[config.mk]
export PLATFORM = sky130hd
export DESIGN_NAME = apb_master_bridge
export DESIGN_NICKNAME = d
export VERILOG_FILES = /design/src/rtl/apb_master_bridge.sv
export SDC_FILE = /design/constraint.sdc
export NUM_CORES = 1
export LEC_CHECK = 0
export CAP_MARGIN = 20
export CORE_AREA = 2 2 101 103
export DETAILED_ROUTE_END_ITERATION = 6
export DIE_AREA = 0 0 103 105
export DONT_BUFFER_PORTS = 1
export GPL_TIMING_DRIVEN = 0
export PLACE_DENSITY_LB_ADDON = 0.05
export SLEW_MARGIN = 30
export SYNTH_ARGS = -nofsm -noshare
export SYNTH_HDL_FRONTEND = slang
export SYNTH_SLANG_ARGS = --single-unit
[constraint.sdc]
create_clock -name pclk -period 2.2 [get_ports pclk]
set_clock_uncertainty 0.15 [all_clocks]
set_input_delay 0.44 -clock pclk [delete_from_list [all_inputs] [get_ports pclk]]
set_output_delay 0.44 -clock pclk [all_outputs]
set_load 0.02 [all_outputs]
[src/rtl/apb_master_bridge.sv]
// Bridge from the core's request/response bus to APB3: decodes one-hot psel,
// sequences SETUP/ACCESS and returns a one-cycle response, with an ACCESS timeout.
module apb_master_bridge #(
    parameter int unsigned AW      = 8,
    parameter int unsigned SLV_N   = 4,
    parameter int unsigned SLV_AW  = 5,
    parameter int unsigned TIMEOUT = 255
) (
    input  logic                pclk,
    input  logic                presetn,
    input  logic                req_valid,
    output logic                req_ready,
    input  logic [AW-1:0]       req_addr,
    input  logic                req_we,
    input  logic [31:0]         req_wd,
    output logic                rsp_valid,
    output logic [31:0]         rsp_rd,
    output logic                rsp_err,
    output logic [AW-1:0]       paddr,
    output logic [31:0]         pwdata,
    output logic                pwrite,
    output logic [SLV_N-1:0]    psel,
    output logic                penable,
    input  logic [SLV_N*32-1:0] prdata,
    input  logic [SLV_N-1:0]    pready,
    input  logic [SLV_N-1:0]    pslverr
);
    localparam int unsigned IDX_W = AW - SLV_AW;
    localparam int unsigned CNT_W = (TIMEOUT > 1) ? $clog2(TIMEOUT) : 1;

    typedef enum logic [1:0] {
        ST_IDLE,
        ST_SETUP,
        ST_ACCESS,
        ST_RESP
    } state_e;

    state_e             state_q, state_d;
    logic [AW-1:0]      paddr_q, paddr_d;
    logic [31:0]        pwdata_q, pwdata_d;
    logic               pwrite_q, pwrite_d;
    logic [SLV_N-1:0]   psel_q, psel_d;
    logic               penable_q, penable_d;
    logic               rsp_valid_q, rsp_valid_d;
    logic [31:0]        rsp_rd_q, rsp_rd_d;
    logic               rsp_err_q, rsp_err_d;
    logic [CNT_W-1:0]   cnt_q, cnt_d;

    logic [IDX_W-1:0]   req_idx;
    logic               dec_hit;
    logic               sel_ready;
    logic               sel_err;
    logic [31:0]        sel_rdata;

    assign req_idx = req_addr[AW-1:SLV_AW];
    assign dec_hit = (32'(req_idx) < SLV_N);

    // The active psel bit steers the response mux; unselected slaves are ignored.
    always_comb begin
        sel_ready = 1'b0;
        sel_err   = 1'b0;
        sel_rdata = 32'h0;
        for (int unsigned i = 0; i < SLV_N; i++) begin
            if (psel_q[i]) begin
                sel_ready = pready[i];
                sel_err   = pslverr[i];
                sel_rdata = prdata[32*i +: 32];
            end
        end
    end

    always_comb begin
        state_d   = state_q;
        paddr_d   = paddr_q;
        pwdata_d  = pwdata_q;
        pwrite_d  = pwrite_q;
        psel_d    = psel_q;
        penable_d = penable_q;
        rsp_rd_d  = rsp_rd_q;
        rsp_err_d = rsp_err_q;
        cnt_d     = cnt_q;

        unique case (state_q)
            ST_IDLE: begin
                if (req_valid) begin
                    paddr_d  = req_addr;
                    pwdata_d = req_wd;
                    pwrite_d = req_we;
                    if (dec_hit) begin
                        for (int unsigned i = 0; i < SLV_N; i++) begin
                            psel_d[i] = (32'(req_idx) == i);
                        end
                        penable_d = 1'b0;
                        state_d   = ST_SETUP;
                    end else begin
                        rsp_rd_d  = 32'h0;
                        rsp_err_d = 1'b1;
                        state_d   = ST_RESP;
                    end
                end
            end
            ST_SETUP: begin
                penable_d = 1'b1;
                cnt_d     = '0;
                state_d   = ST_ACCESS;
            end
            ST_ACCESS: begin
                // Ready on the timeout-limit cycle still completes normally.
                if (sel_ready) begin
                    rsp_rd_d  = pwrite_q ? 32'h0 : sel_rdata;
                    rsp_err_d = sel_err;
                    psel_d    = '0;
                    penable_d = 1'b0;
                    state_d   = ST_RESP;
                end else if ((TIMEOUT != 0) && (cnt_q == CNT_W'(TIMEOUT - 1))) begin
                    rsp_rd_d  = 32'h0;
                    rsp_err_d = 1'b1;
                    psel_d    = '0;
                    penable_d = 1'b0;
                    state_d   = ST_RESP;
                end else begin
                    cnt_d = cnt_q + CNT_W'(1);
                end
            end
            ST_RESP: begin
                state_d = ST_IDLE;
            end
            default: begin
                state_d = ST_IDLE;
            end
        endcase

        rsp_valid_d = (state_d == ST_RESP);
    end

    always_ff @(posedge pclk or negedge presetn) begin
        if (!presetn) begin
            state_q     <= ST_IDLE;
            paddr_q     <= '0;
            pwdata_q    <= 32'h0;
            pwrite_q    <= 1'b0;
            psel_q      <= '0;
            penable_q   <= 1'b0;
            rsp_valid_q <= 1'b0;
            rsp_rd_q    <= 32'h0;
            rsp_err_q   <= 1'b0;
            cnt_q       <= '0;
        end else begin
            state_q     <= state_d;
            paddr_q     <= paddr_d;
            pwdata_q    <= pwdata_d;
            pwrite_q    <= pwrite_d;
            psel_q      <= psel_d;
            penable_q   <= penable_d;
            rsp_valid_q <= rsp_valid_d;
            rsp_rd_q    <= rsp_rd_d;
            rsp_err_q   <= rsp_err_d;
            cnt_q       <= cnt_d;
        end
    end

    assign req_ready = (state_q == ST_IDLE);
    assign paddr     = paddr_q;
    assign pwdata    = pwdata_q;
    assign pwrite    = pwrite_q;
    assign psel      = psel_q;
    assign penable   = penable_q;
    assign rsp_valid = rsp_valid_q;
    assign rsp_rd    = rsp_rd_q;
    assign rsp_err   = rsp_err_q;

endmodule
Word-level counts from Yosys, hierarchy flattened
Cells that the tools add are included.
Word-level totals
  bits in registers: 90
  input port bits: 180
  logic and storage cells: 77
Operators by class
  add/sub/neg operators: 1
  $lt $le $gt $ge: 1
  equal/unequal tests: 14
  multiplexer cells: 41
  reduce and logical (&&, ||, !) cells: 10
Operators by type and width (number)
  $mux 32: 9
  $pmux 32 s2: 1
  $mux 1: 16
  $mux 4: 4
  $mux 8: 2
  $pmux 8 s2: 1
  $reduce_and 4->1: 3
  $add 8x1->8 const B: 1
  $eq 8x8->1 const B: 1
  $mux 2: 4
  $ne 2x2->1 const B: 4
  $pmux 2 s4: 1
  $pmux 4 s2: 1
  $eq 2x2->1 const B: 3
  $eq 3x2->1 const B: 2
  $reduce_bool 2->1: 2
  $eq 3x1->1 const B: 1
  $logic_not 3->1: 1
  $lt 3x3->1 const B: 1
  $ne 3x3->1 const B: 1
  $pmux 1 s3: 1
  $reduce_and 3->1: 1
  $reduce_bool 3->1: 1
  $eq 2x1->1 const B: 1
  other kinds (4): 4

Depth between registers and ports, before layout
Gate-level depths: netlist (run 1).
  depth after elaboration: 7
  mapped depth: 7

Worst setup path after synthesis (run 1)
Ideal clock, no wire load.
  path type: register to register
  from: register state_q[0]
  to: register paddr_q[0] (netlist: paddr[0])
  library setup time: 0.125 ns
  data arrival time: 1.720 ns
  required time: 1.925 ns
  path slack: 0.205 ns
  stages on the path, launching flop included: 6
  buffers on the path: 1
  period minus slack after synthesis: 1.995 ns
  cells stage by stage: dfrtp_1 -> inv_1 -> ha_1 -> nand2_1 -> clkbuf_1 -> mux2_2
Between the ends
  cells in the longest elaborated chain, start to end: 2
RTL lines
  start: declaration: line 38  | state_e state_q, state_d;
  start signal: assignment: line 149  | state_q <= state_d;
  $logic_not 2->1
  via req_ready: line 12  | output logic req_ready,
  $reduce_and 2->1 (no line)
  end signal: assignment: line 150  | paddr_q <= paddr_d;
  end: declaration: line 39  | logic [AW-1:0] paddr_q, paddr_d;
The timed path passes the listed nets, and every way through them passes these cells.
A chain may end at the register's enable or synchronous reset.

Worst setup path in the final report (run 1)
  from: register psel_q[1] (netlist: psel[1])
  to: register rsp_rd_q[2] (netlist: rsp_rd[2])
Between the ends
  cells in the longest elaborated chain, start to end: 6
  elaborated cells between the ends (all ways): 11
RTL lines
  start: declaration: line 42  | logic [SLV_N-1:0] psel_q, psel_d;
  start signal: assignment: line 153  | psel_q <= psel_d;
  $mux 32 (3 in a row): line 64  | if (psel_q[i]) begin
  $mux 32: line 110  | rsp_rd_d = pwrite_q ? 32'h0 : sel_rdata;
  $mux 32: line 109  | if (sel_ready) begin
  $pmux 32 s2: line 83  | unique case (state_q)
  end signal: assignment: line 156  | rsp_rd_q <= rsp_rd_d;
  end: declaration: line 45  | logic [31:0] rsp_rd_q, rsp_rd_d;
Parallel ways exist; a longest one is shown, timed or not.

==> results.toml, run 1 <==
[placed_design]
routabilityCongestion = 0.774
buffer_ports.inserted = 0
postPlaceCellArea_um2 = 4640
place.detailed.hpwl_mm = 9.69

[layout]
flow.area_growth_from_synthesis_pct = 9.23
antenna_cells = 0
num-nets-final = 590
drive_above_1_share_pct = 21.1
final_core_util_pct = 50.7
finish.instance_area_um2 = 4890
filler_cell_count = 928

[floorplan]
floorplan.core_area_um2 = 9640
start_util_pct = 46.4
die_w_um = 103
die_height_um = 105
placementRows = 36
dieArea_um2 = 10800
io_pins = 261

[logic_synthesis]
yosys-top-cells-area = "sky130_fd_sc_hd__dfrtp_1 (50%), sky130_fd_sc_hd__mux2_2 (9.8%), sky130_fd_sc_hd__a22o_1 (6.1%)"
synth-edff-count = 0
synth_seq_area_share_pct = 50.3
syn_avg_cell_area_um2 = 11.4
yosysMostFrequentCell = "sky130_fd_sc_hd__dfrtp_1"
top_cell_type_by_total_area_after_synthesis = "sky130_fd_sc_hd__dfrtp_1"
synth_compound_area_share_pct = 24.8
asyncSetResetFlopFracSynth_pct = 100
synthesized_area_fraction_occupied_by_adder_cells_pct = 1.68
number_of_instances_in_the_synthesized_netlist = 391
dominant_combinational_cell_family_by_area_after_synthesis = "compound AO/OA/AOI/OAI gates"
yosys.area.top_type_share_pct = 50.3
yosysWarnings = 0
postSynthRegisterBits = 90
post_synth_and_or_nand_nor_area_fraction_pct = 7.38
synth_ff_type = "sky130_fd_sc_hd__dfrtp_1"
synth_xor_area_share_pct = 0
synth_area_um2 = 4470
synthMuxAreaShare_pct = 11.2
mappedNetlistNets = 577
synth.lib_cells_used.distinct = 46
synthTopCellsByCount = "sky130_fd_sc_hd__dfrtp_1 (90), sky130_fd_sc_hd__mux2_2 (39), sky130_fd_sc_hd__a21oi_1 (34), sky130_fd_sc_hd__a22oi_1 (32), sky130_fd_sc_hd__o22ai_1 (32)"

[route]
route.antenna.remaining_nets = 0
drt-pass1-iter-count = 5
drt_first_iter_violations = 165
detailroute.via_count = 3398
route.detailed.vias_per_inst = 6.28
totalWireLength_mm = 12.8
total_drc_errors_in_the_routed_layout = 0
routedWlPerCell_um = 23.6

[cts]
path_clk_slew_ns = 0.09
tritoncts = "yes"
cts_sinks = 90
clk_latency_ns = 0.34
clk_root_buffer_cell = "sky130_fd_sc_hd__clkbuf_8"
ctsLongestPathBuffers = 2
htreeDepth = 3
tritoncts.num_buffers = 9

[critical_path]
maximum_fanout_count_along_the_critical_path = 10
cp.required_ns = 2.29
slowest_delay_ns = 0.48
worstReg2RegEnd = "rsp_rd[2]"
critical_path.endpoint_type = "flip-flop"
startpoint_of_the_lowest_slack_register_to_register_path = "psel[1]"
crit_slowest_cell = "sky130_fd_sc_hd__dfrtp_1"
crit_type = "reg -> reg"
crit_path_frequent_cell = "sky130_fd_sc_hd__buf_6"
worst_setup_path_startpoint = "psel[1]"
cp-start-kind = "flip-flop"
cp_num_buf_inv = 3
cp.arrival_ns = 2.16
r2r_cells = 7
critPathTopFamily = "compound AO/OA/AOI/OAI gates"
rrSetupSlack_ns = 0.13
crit_chain = "buf_6 -> a211o_1 -> o221ai_2 -> nor4b_4 -> buf_4 -> buf_6 -> a22o_1"

[timing]
worstMarginPinSlew_ns = 0.600
report.final.hold_viol_count = 90
setup_total_negative_slack_ns = 0
finalMaxSlewViolations = 0
rsz0062_at_grt = "false"
final.period_utilization_pct = 94.2
finalSetupViolCount = 0
hold-worst-slack_ns = -0.369
achievable-frequency_ghz = 0.482
finalWorstPathRequiredPeriod_ns = 2.07
max_slew_margin_pct = 60.0

[grt]
met3_track_utilization_from_global_routing_pct = 7.63
maximum_number_of_pins_on_one_net_before_global_route_repair = 91
grt_antenna_before_repair = 0
grt_use_total_pct = 23.2
fraction_of_met2_tracks_used_by_global_routing_pct = 39.9
top_usage_layer = "met2"
grt_pass1_vias = 3533
met1_usage_in_global_routing_pct = 27.2
global_route_wire_length_before_repair_mm = 19.1
grt-ovfl-total = 0

[power]
leakagePower_nw = 2.22
power_density_normalized_to_cell_area_nw_per_um2 = 591
worst_ir_drop_vdd_mv = 0.421

[run_status]
status = "finished, violations left"
violated_checks = "hold timing"

[flow_run]
maxCapViolCount = 0

[min_path]
min-delay-path-class = "in -> async"
kinds of logic after synthesis:
logic type,Yosys count
and+or+nand+nor,58
buffers and inverters,38
adders and majority gates,6
AOI/OAI and AO/OA,154
DFF,90
muxes,45
timing repair:
action / in CTS / in global routing
endpoints found under the hold margin: 90 / 91
pin swaps: 1 / 1
buffers inserted: 0 / 1
gates resized for setup: 5 / 7
setup endpoints to repair: 50 / 73
worst reg2reg max path, delay by kind of cell, from the launching register on:
kind            cells  cell delay (ns)
compound gates      3             0.75
flops               1             0.48
buf+inv             3             0.52
simple gates        1             0.07
stage by stage:
| step | total power, mW | cells | setup WS [ns] |
|---|---|---|---|
| 5_1_grt | 3.01 | 541 | 0.00240 |
| 3_3_place_gp | 1.69 | 524 | -0.102 |
| 6_report | 2.89 | 541 | 0.127 |
| 2_1_floorplan | 1.69 | 391 | 0.205 |
| 3_5_place_dp | 1.69 | 524 | -0.132 |
| 4_1_cts | 2.93 | 539 | 0.0195 |
report_power, final:
| group | total (mW) | internal, mW | leakage [nW] | switching, mW |
|---|---|---|---|---|
| registers | 1.65 | 1.65 | 1.23 | 0 |
| clock network | 1.23 | 0.638 | 0.106 | 0.589 |
| logic | 0.00990 | 0.00730 | 0.888 | 0.00259 |
area by class of cell:
type / instances / area [um^2] / area share (%)
Clock buffer: 9 / 124 / 2.53
Multi-Input combinational cell: 263 / 2020 / 41.3
Clock inverter: 6 / 90.1 / 1.84
Buffer: 30 / 188 / 3.84
Tap cell: 133 / 166 / 3.41
Inverter: 8 / 30.0 / 0.614
Sequential cell: 90 / 2250 / 46.1
Timing Repair Buffer: 2 / 17.5 / 0.358
sequential cells by signal, summed over array words and instances (netlist names):
register / cells
state_q: 2
penable: 1
rsp_err: 1
pwrite: 1
psel: 4
rsp_rd: 32
pwdata: 32
cnt_q: 8
paddr: 8
rsp_valid: 1
cells in the final DEF, fill, tap and decap left out, types with 5 or more instances in the layout:
cell,n
sky130_fd_sc_hd__a21oi_1,34
sky130_fd_sc_hd__a22o_1,31
sky130_fd_sc_hd__a22oi_1,32
sky130_fd_sc_hd__buf_6,8
sky130_fd_sc_hd__clkbuf_1,12
sky130_fd_sc_hd__clkbuf_2,7
sky130_fd_sc_hd__clkbuf_8,9
sky130_fd_sc_hd__dfrtp_1,89
sky130_fd_sc_hd__ha_1,5
sky130_fd_sc_hd__inv_1,8
sky130_fd_sc_hd__mux2_2,39
sky130_fd_sc_hd__mux2i_1,6
sky130_fd_sc_hd__nand2_1,22
sky130_fd_sc_hd__nand2b_1,7
sky130_fd_sc_hd__nor2_1,5
sky130_fd_sc_hd__o21ai_0,6
sky130_fd_sc_hd__o22ai_1,32
worst max path at each step:
stage / to / slack, ns / depth (start not counted)
detailed placement: pwdata[8] / -0.13 / 5
global route: cnt_q[3] / 0.002 / 6
floorplan: paddr[0] / 0.20 / 5
finish: rsp_rd[2] / 0.13 / 7
CTS: pwdata[8] / 0.02 / 5
global placement: pwdata[2] / -0.10 / 5
routing by layer:
layer	routed length [um]	vias to the layer above
li1	-	1530
met4	204	0
met3	1110	19
met2	6510	182
met5	0	-
met1	4960	1667
No activity file was read; power rests on OpenSTA's default activity.
==> run 2, diff against run 1 <==
==> constraint.sdc (replaced) <==
create_clock -name pclk -period 2.4 [get_ports pclk]
set_clock_uncertainty 0.15 [all_clocks]
set_input_delay 0.48 -clock pclk [delete_from_list [all_inputs] [get_ports pclk]]
set_output_delay 0.48 -clock pclk [all_outputs]
set_load 0.02 [all_outputs]
==> results.toml, run 2 (synthesized netlist as in run 1, its figures left out) <==
[min_path]
min-delay-path-class = "in -> async"

[critical_path]
slowest_delay_ns = 0.56
critical_path.endpoint_type = "flip-flop"
crit_path_frequent_cell = "sky130_fd_sc_hd__inv_1"
cp-start-kind = "flip-flop"
crit_chain = "inv_1 -> ha_1 -> buf_2 -> inv_1 -> nor4b_4 -> buf_6 -> a22o_1"
rrSetupSlack_ns = 0.18
cp.arrival_ns = 2.35
maximum_fanout_count_along_the_critical_path = 10
cp.required_ns = 2.53
crit_slowest_cell = "sky130_fd_sc_hd__nor4b_4"
crit_type = "reg -> reg"

[timing]
worstMarginPinSlew_ns = 0.640
report.final.hold_viol_count = 90
rsz0062_at_grt = "false"
finalWorstPathRequiredPeriod_ns = 2.22
setup_total_negative_slack_ns = 0
final.period_utilization_pct = 92.5
achievable-frequency_ghz = 0.451
finalMaxSlewViolations = 0
finalSetupViolCount = 0
hold-worst-slack_ns = -0.329
max_slew_margin_pct = 57.2

[power]
worst_ir_drop_vdd_mv = 0.387
power.total_mw = 2.65
power_density_normalized_to_cell_area_nw_per_um2 = 545
leakagePower_nw = 2.21

[route]
drt_first_iter_violations = 180
total_drc_errors_in_the_routed_layout = 0
routedWlPerCell_um = 23.7
totalWireLength_mm = 12.8
route.detailed.vias_per_inst = 6.31
detailroute.via_count = 3400
drt-pass1-iter-count = 4
route.antenna.remaining_nets = 0

[grt]
global_route_wire_length_before_repair_mm = 19.1
grt_antenna_before_repair = 0
grt_pass1_vias = 3538
grt-ovfl-total = 0
maximum_number_of_pins_on_one_net_before_global_route_repair = 91
grt_use_total_pct = 23.2

[placed_design]
postPlaceCellArea_um2 = 4640
buffer_ports.inserted = 0
routabilityCongestion = 0.774
place.detailed.hpwl_mm = 9.69

[layout]
flow.area_growth_from_synthesis_pct = 8.61
num-nets-final = 588
layout.area.seq_um2 = 2250
antenna_cells = 0
final_cell_mix = "sky130_fd_sc_hd__dfrtp_1 (90), sky130_fd_sc_hd__mux2_2 (39), sky130_fd_sc_hd__a21oi_1 (34)"
finish.instance_area_um2 = 4860
filler_cell_count = 930
multiInputGateArea_um2 = 2010
drive_above_1_share_pct = 19.5
mostFrequentLayoutCell = "sky130_fd_sc_hd__dfrtp_1"

[flow_run]
maxCapViolCount = 0

[cts]
tritoncts.num_buffers = 9
ctsLongestPathBuffers = 2
htreeDepth = 3
tritoncts = "yes"
clk_root_buffer_cell = "sky130_fd_sc_hd__clkbuf_8"
clk_latency_ns = 0.34
cts_sinks = 90
path_clk_slew_ns = 0.09

[run_status]
violated_checks = "hold timing"
status = "finished, violations left"

[floorplan]
die_w_um = 103
dieArea_um2 = 10800
io_pins = 261
die_height_um = 105
placementRows = 36
start_util_pct = 46.4
floorplan.core_area_um2 = 9640
[run 2: power by group]
part	total [mW]	switching, mW	internal (mW)
sequential	1.51	0	1.51
clock	1.12	0.539	0.585
combinational	0.00776	0.00214	0.00562
total	2.65	0.541	2.11
[run 2: critical path, delay by kind of cell (launching register included)]
| family | cells | cell delay [ns] |
|---|---|---|
| AND/OR/NAND/NOR | 1 | 0.56 |
| buffers and inverters | 4 | 0.72 |
| flip-flops | 1 | 0.42 |
| adder cells (fa/ha/maj) | 1 | 0.18 |
| AO/OA/AOI/OAI | 1 | 0.14 |
[run 2: layout make-up]
type	count	area share, %
sequential	90	46.3
multi-input combinational	263	41.4
buffer	30	3.78
tap	133	3.42
clock buffer	9	2.55
clock inverter	6	1.85
inverter	8	0.618
[run 2: stage by stage]
step / worst slack, ns / hold slack, ns / instances / utilization (%)
5_1_grt: 0.0511 / -0.362 / 539 / 50.4
6_report: 0.181 / -0.329 / 539 / 50.4
4_1_cts: 0.0566 / -0.353 / 539 / 50.4
3_3_place_gp: 0.0981 / 0.0373 / 524 / 48.1
2_1_floorplan: 0.405 / 0.0344 / 391 / -
3_5_place_dp: 0.0683 / 0.0375 / 524 / 48.1
[run 2: path summary, 6_finish.rpt]
check | start | cells after the start | to
hold / removal | presetn | 0 | rsp_rd[9]
min in group pclk | req_addr[6] | 1 | psel[1]
setup reg to reg | state_q[0] | 7 | rsp_rd[2]
max in group asynchronous | presetn | 0 | rsp_rd[1]
hold reg to reg | cnt_q[6] | 1 | cnt_q[6]
setup / recovery | state_q[0] | 7 | rsp_rd[2]
[run 2: metal layers]
metal | global-route usage [%] | routed length (um) | share of wire, %
met3 | 7.42 | 1100 | 8.6
met1 | 27.4 | 4950 | 39
met5 | 0 | 0 | 0
met2 | 40.0 | 6550 | 51
met4 | 6.30 | 180 | 1.4
[run 2: timing repair]
item | CTS | global route
endpoints found under the hold margin | 90 | 90
buffers inserted | 0 | 0
setup endpoints to repair | 0 | 33
resized for setup | 0 | 8
